[config.mk]
export PLATFORM = sky130hd
export DESIGN_NAME = fetch_stage
export DESIGN_NICKNAME = d
export VERILOG_FILES = /design/src/rtl/fetch_stage.sv
export SDC_FILE = /design/constraint.sdc
export NUM_CORES = 1
export LEC_CHECK = 0
export ABC_AREA = 1
export CAP_MARGIN = 20
export CORE_MARGIN = 10
export CORE_UTILIZATION = 45
export CTS_CLUSTER_SIZE = 25
export DETAILED_ROUTE_END_ITERATION = 6
export PLACE_DENSITY = 0.83
export SLEW_MARGIN = 20
export SYNTH_ARGS = -nofsm -noshare
export SYNTH_HDL_FRONTEND = slang
export SYNTH_SLANG_ARGS = --single-unit
[constraint.sdc]
create_clock -name clock -period 4.4 [get_ports clock]
set_input_delay 0.88 -clock clock [delete_from_list [all_inputs] [get_ports clock]]
set_output_delay 0.88 -clock clock [all_outputs]
set_load 0.02 [all_outputs]
[src/rtl/fetch_stage.sv]
// Instruction fetch stage: owns the PC, reads the instruction port, and buffers
// {pc, inst} pairs in a small FIFO toward decode with redirect/flush and exit halt.
module fetch_stage #(
  parameter logic [31:0] START_ADDR = 32'h0000_0000,
  parameter int unsigned DEPTH      = 2,
  parameter logic [31:0] EXIT_INST  = 32'hC000_1073
) (
  input  logic        clock,
  input  logic        reset,
  output logic [31:0] io_instmem_addr,
  input  logic [31:0] io_instmem_inst,
  input  logic        io_redirect_valid,
  input  logic [31:0] io_redirect_pc,
  output logic        io_out_valid,
  input  logic        io_out_ready,
  output logic [31:0] io_out_pc,
  output logic [31:0] io_out_inst,
  output logic        io_halted
);

  localparam int unsigned PTR_W = $clog2(DEPTH);
  localparam int unsigned CNT_W = $clog2(DEPTH + 1);

  logic [31:0]      pc,     pc_nxt;
  logic [CNT_W-1:0] count,  count_nxt;
  logic [PTR_W-1:0] rd_ptr, rd_ptr_nxt;
  logic [PTR_W-1:0] wr_ptr, wr_ptr_nxt;
  logic             halted, halted_nxt;
  logic             fetch;
  logic             deq;

  logic [31:0] entry_pc   [DEPTH];
  logic [31:0] entry_inst [DEPTH];

  // Next-state logic; redirect overrides everything except reset.
  always_comb begin
    pc_nxt     = pc;
    count_nxt  = count;
    rd_ptr_nxt = rd_ptr;
    wr_ptr_nxt = wr_ptr;
    halted_nxt = halted;
    deq        = (count != '0) && io_out_ready;
    fetch      = !halted && !io_redirect_valid && ((count < CNT_W'(DEPTH)) || deq);

    if (io_redirect_valid) begin
      pc_nxt     = {io_redirect_pc[31:2], 2'b00};
      count_nxt  = '0;
      rd_ptr_nxt = '0;
      wr_ptr_nxt = '0;
      halted_nxt = 1'b0;
    end else begin
      if (fetch) begin
        pc_nxt     = pc + 32'd4;
        wr_ptr_nxt = PTR_W'(wr_ptr + PTR_W'(1));
        if (io_instmem_inst == EXIT_INST) begin
          halted_nxt = 1'b1;
        end
      end
      if (deq) begin
        rd_ptr_nxt = PTR_W'(rd_ptr + PTR_W'(1));
      end
      count_nxt = CNT_W'(count + CNT_W'(fetch) - CNT_W'(deq));
    end
  end

  // State registers with synchronous active-low reset.
  always_ff @(posedge clock) begin
    if (!reset) begin
      pc     <= START_ADDR;
      count  <= '0;
      rd_ptr <= '0;
      wr_ptr <= '0;
      halted <= 1'b0;
    end else begin
      pc     <= pc_nxt;
      count  <= count_nxt;
      rd_ptr <= rd_ptr_nxt;
      wr_ptr <= wr_ptr_nxt;
      halted <= halted_nxt;
    end
  end

  // Entry storage needs no reset; validity is tracked by count.
  always_ff @(posedge clock) begin
    if (fetch) begin
      entry_pc[wr_ptr]   <= pc;
      entry_inst[wr_ptr] <= io_instmem_inst;
    end
  end

  assign io_instmem_addr = pc;
  assign io_out_valid    = (count != '0);
  assign io_out_pc       = entry_pc[rd_ptr];
  assign io_out_inst     = entry_inst[rd_ptr];
  assign io_halted       = halted;

endmodule

==> summary.txt <==
Status
  – Outcome: finished clean

Logic synthesis
  – Synth Warn #: 0
  – Post-synth EDFFs: 124
  – Seq/Total Area, Yosys: 63.1%
  – Synth Register Bits: 160
  – Number of distinct library cells after synthesis: 36
  – Top cell type's share of synthesized area: between 50% and 60%
  – Largest area contributor in the netlist: edfxtp_1
  – Synth area leaders: edfxtp_1 (53%), dfxtp_1 (10%), mux2_2 (9.9%), nand2_1 (7.0%), nand3_1 (2.8%)
  – Avg Cell Area, Syn: 11.4 µm²
  – Mapped cell area: 0.00704 mm²
  – Post-synth ARST share: 0%
  – Cell count after synthesis: 619
  – Most used DFF post-synth: edfxtp_1

Timing
  – Final Max Tran Viols: 0
  – Fin. Hold Viols: 0
  – Fin crit period: 3.36 ns
  – Max Clock Freq: 0.297 GHz
  – Setup TNS: 0 ns
  – Setup WS post-layout: approximately 1.0 ns
  – Period utilization: roughly 76%
  – Hold WS: ~0.48 ns
  – Slew HR: about half
  – Layout Skew: 0.00643 ns
  – RSZ-0062 raised after global routing: false
  – Setup violations, final: 0
  – Worst Tran Pin Value: 0.751 ns

Worst setup path
  – R2r startpoint: count[1]$_SDFF_PP0_
  – Crit-path max FO: 35
  – Reg2reg end: entry_pc[1][26]$_DFFE_PP_
  – R2R depth: 4
  – Startpoint Class: flip-flop
  – Worst reg-to-reg setup slack: between 2 and 2.5 ns
  – WS Path Type: flip-flop to primary output
  – Arr. time, crit path: 2.48 ns
  – Critical path destination: io_out_inst[18]
  – Endpoint class of the critical path: primary output
  – Worst Path Required: 3.52 ns

Cells and area
  – Nets@finish: 857
  – Synth-to-Final Area Change: 34.3%
  – Antenna Cells: 0
  – Area taken by multi-input logic gates: 0.00228 mm²
  – Most frequent cells in the layout: clkdlybuf4s50_1 (159), nand2_1 (131), edfxtp_1 (124)
  – Register area: ~0.0044 mm²
  – Share of cells above drive strength 1: 16.0%
  – Final core utilization: 62.0%
  – # fillers: about 1200
  – Most common cell after layout, fill and taps aside: clkdlybuf4s50_1
  – Final instance area: 0.00946 mm²
  – Final cell count without fillers: about 1000

CTS
  – CTS hold repair buffers: 0
  – CTS tree: built
  – Post_cts resized: 0
  – Cts bufs inserted: 17
  – H-tree depth: 4
  – Post CTS Setup Buffer Count: 0
  – Clock transition at path regs: 0.06 ns
  – Clock root cell: clkbuf_16
  – Clock sinks: between 150 and 200
  – Clock buffer depth: 2
  – Clk Latency, worst-skew pair: about 0.42 ns

Placed design
  – Placement Setup Slack: 1.29 ns
  – DP HPWL: 12300 µm
  – Buffers on Ports: about 160
  – Placed insts: 978
  – Placed inst area: 0.00886 mm²
  – RePlAce Congestion: 0.826

Worst hold path
  – Hold Crit Class: flip-flop to flip-flop
  – Hold path depth: 1

Global routing
  – Largest net degree at the start of global routing: 44
  – Vias in the first global route: 5009
  – Grt ovf: 0
  – Global Route Usage Sum: between 15 and 20%
  – First-pass GRT wire length: 27200 µm
  – Initial antenna violation count: 0

Floorplanning
  – Std cell rows: 45
  – # IOs: around 170
  – Die Y: 145 µm
  – Die ar.: 0.0211 mm²
  – CORE AREA: ~0.015 mm²
  – Chip width: 145 µm
  – Initial Util: 46.2%

Route
  – Initial DRC count: a little over 400
  – Post-Route WL: 17400 µm
  – Via density: around 5.0
  – Via Count: 5019
  – DRC: 0
  – Routed Antenna Nets: 0
  – DR pass1 iterations: 6
  – Routed WL per cell: 17.2 µm

Power and ir drop
  – Peak supply drop: 0.263 mV
  – Tot Pwr: 3.67 mW
  – Power Dens Cells: slightly below 400 mW/mm²
  – Pleak: 3.34 nW

Run
  – Max cap viols: 0
-- cells by family (layout without fill, tap and decap cells) --
kind of cell	count (synthesis)	in the layout	synth area share, %
other cells	1	4	0.0533
xor+xnor	5	5	0.622
buf+inv	77	254	4.92
simple gates	252	252	16.3
fa+ha+maj	3	3	0.533
flops	160	160	63.1
compound gates	59	59	4.55
mux	62	62	9.91
-- layout make-up --
cell class              instances  area share (%)
multi-input cells             385            24.1
clock inverters                11            1.50
inverters                      57            2.29
repair buffers                165            17.6
well taps                     211            2.79
flip-flops and latches        160            47.0
clock buffers                  21            4.76
-- cells in the mapped netlist (4+ instances only) --
master	n
nand2_1	131
edfxtp_1	124
mux2_2	62
inv_1	52
nor2_1	45
nand3_1	40
dfxtp_1	36
a21oi_1	26
o21ai_0	21
buf_2	10
nor2_4	9
a31oi_1	7
nor2_2	5
or2_2	5
buf_4	4
-- sequential cells by signal, indices dropped and copies added (netlist names), named ones only --
signal,cells
io_instmem_addr,30
count,2
io_halted,1
rd_ptr,1
wr_ptr,1
entry_pc,60
entry_inst,64
-- worst max-delay path, cell delays in order, from the launching register on --
cell             delay [ns]
dfxtp_2                0.81
buf_12                 0.31
mux2_2                 0.36
clkdlybuf4s50_1        0.57
-- metal layers --
| layer | share of wire (%) | GRT usage (%) | vias to the layer above | wire length [µm] |
|---|---|---|---|---|
| li1 | - | - | 2457 | - |
| met1 | 43 | 19.4 | 2389 | 7460 |
| met2 | 49 | 27.2 | 152 | 8580 |
| met3 | 6.3 | 5.09 | 21 | 1100 |
| met4 | 1.3 | 5.86 | 0 | 218 |
| met5 | 0 | 0 | - | 0 |
-- power by group --
group | leakage, nW | total (mW) | switching [mW] | internal [mW]
Sequential | 1.48 | 1.76 | 0.0495 | 1.71
Clock | 0.284 | 1.47 | 0.565 | 0.903
Combinational | 1.58 | 0.436 | 0.221 | 0.215
Total | 3.34 | 3.67 | 0.836 | 2.83
-- worst min-delay path by stage --
stage | start | to | slack, ns
after floorplan | rd_ptr$_SDFFE_PP0P_ | flip-flop | 0.43
after global placement | rd_ptr$_SDFFE_PP0P_ | flip-flop | 0.43
after detailed placement | rd_ptr$_SDFFE_PP0P_ | flip-flop | 0.46
after CTS | rd_ptr$_SDFFE_PP0P_ | flip-flop | 0.48
after global routing | rd_ptr$_SDFFE_PP0P_ | flip-flop | 0.51
final | rd_ptr$_SDFFE_PP0P_ | flip-flop | 0.48
Note: power is estimated with default switching activity, not from simulation.
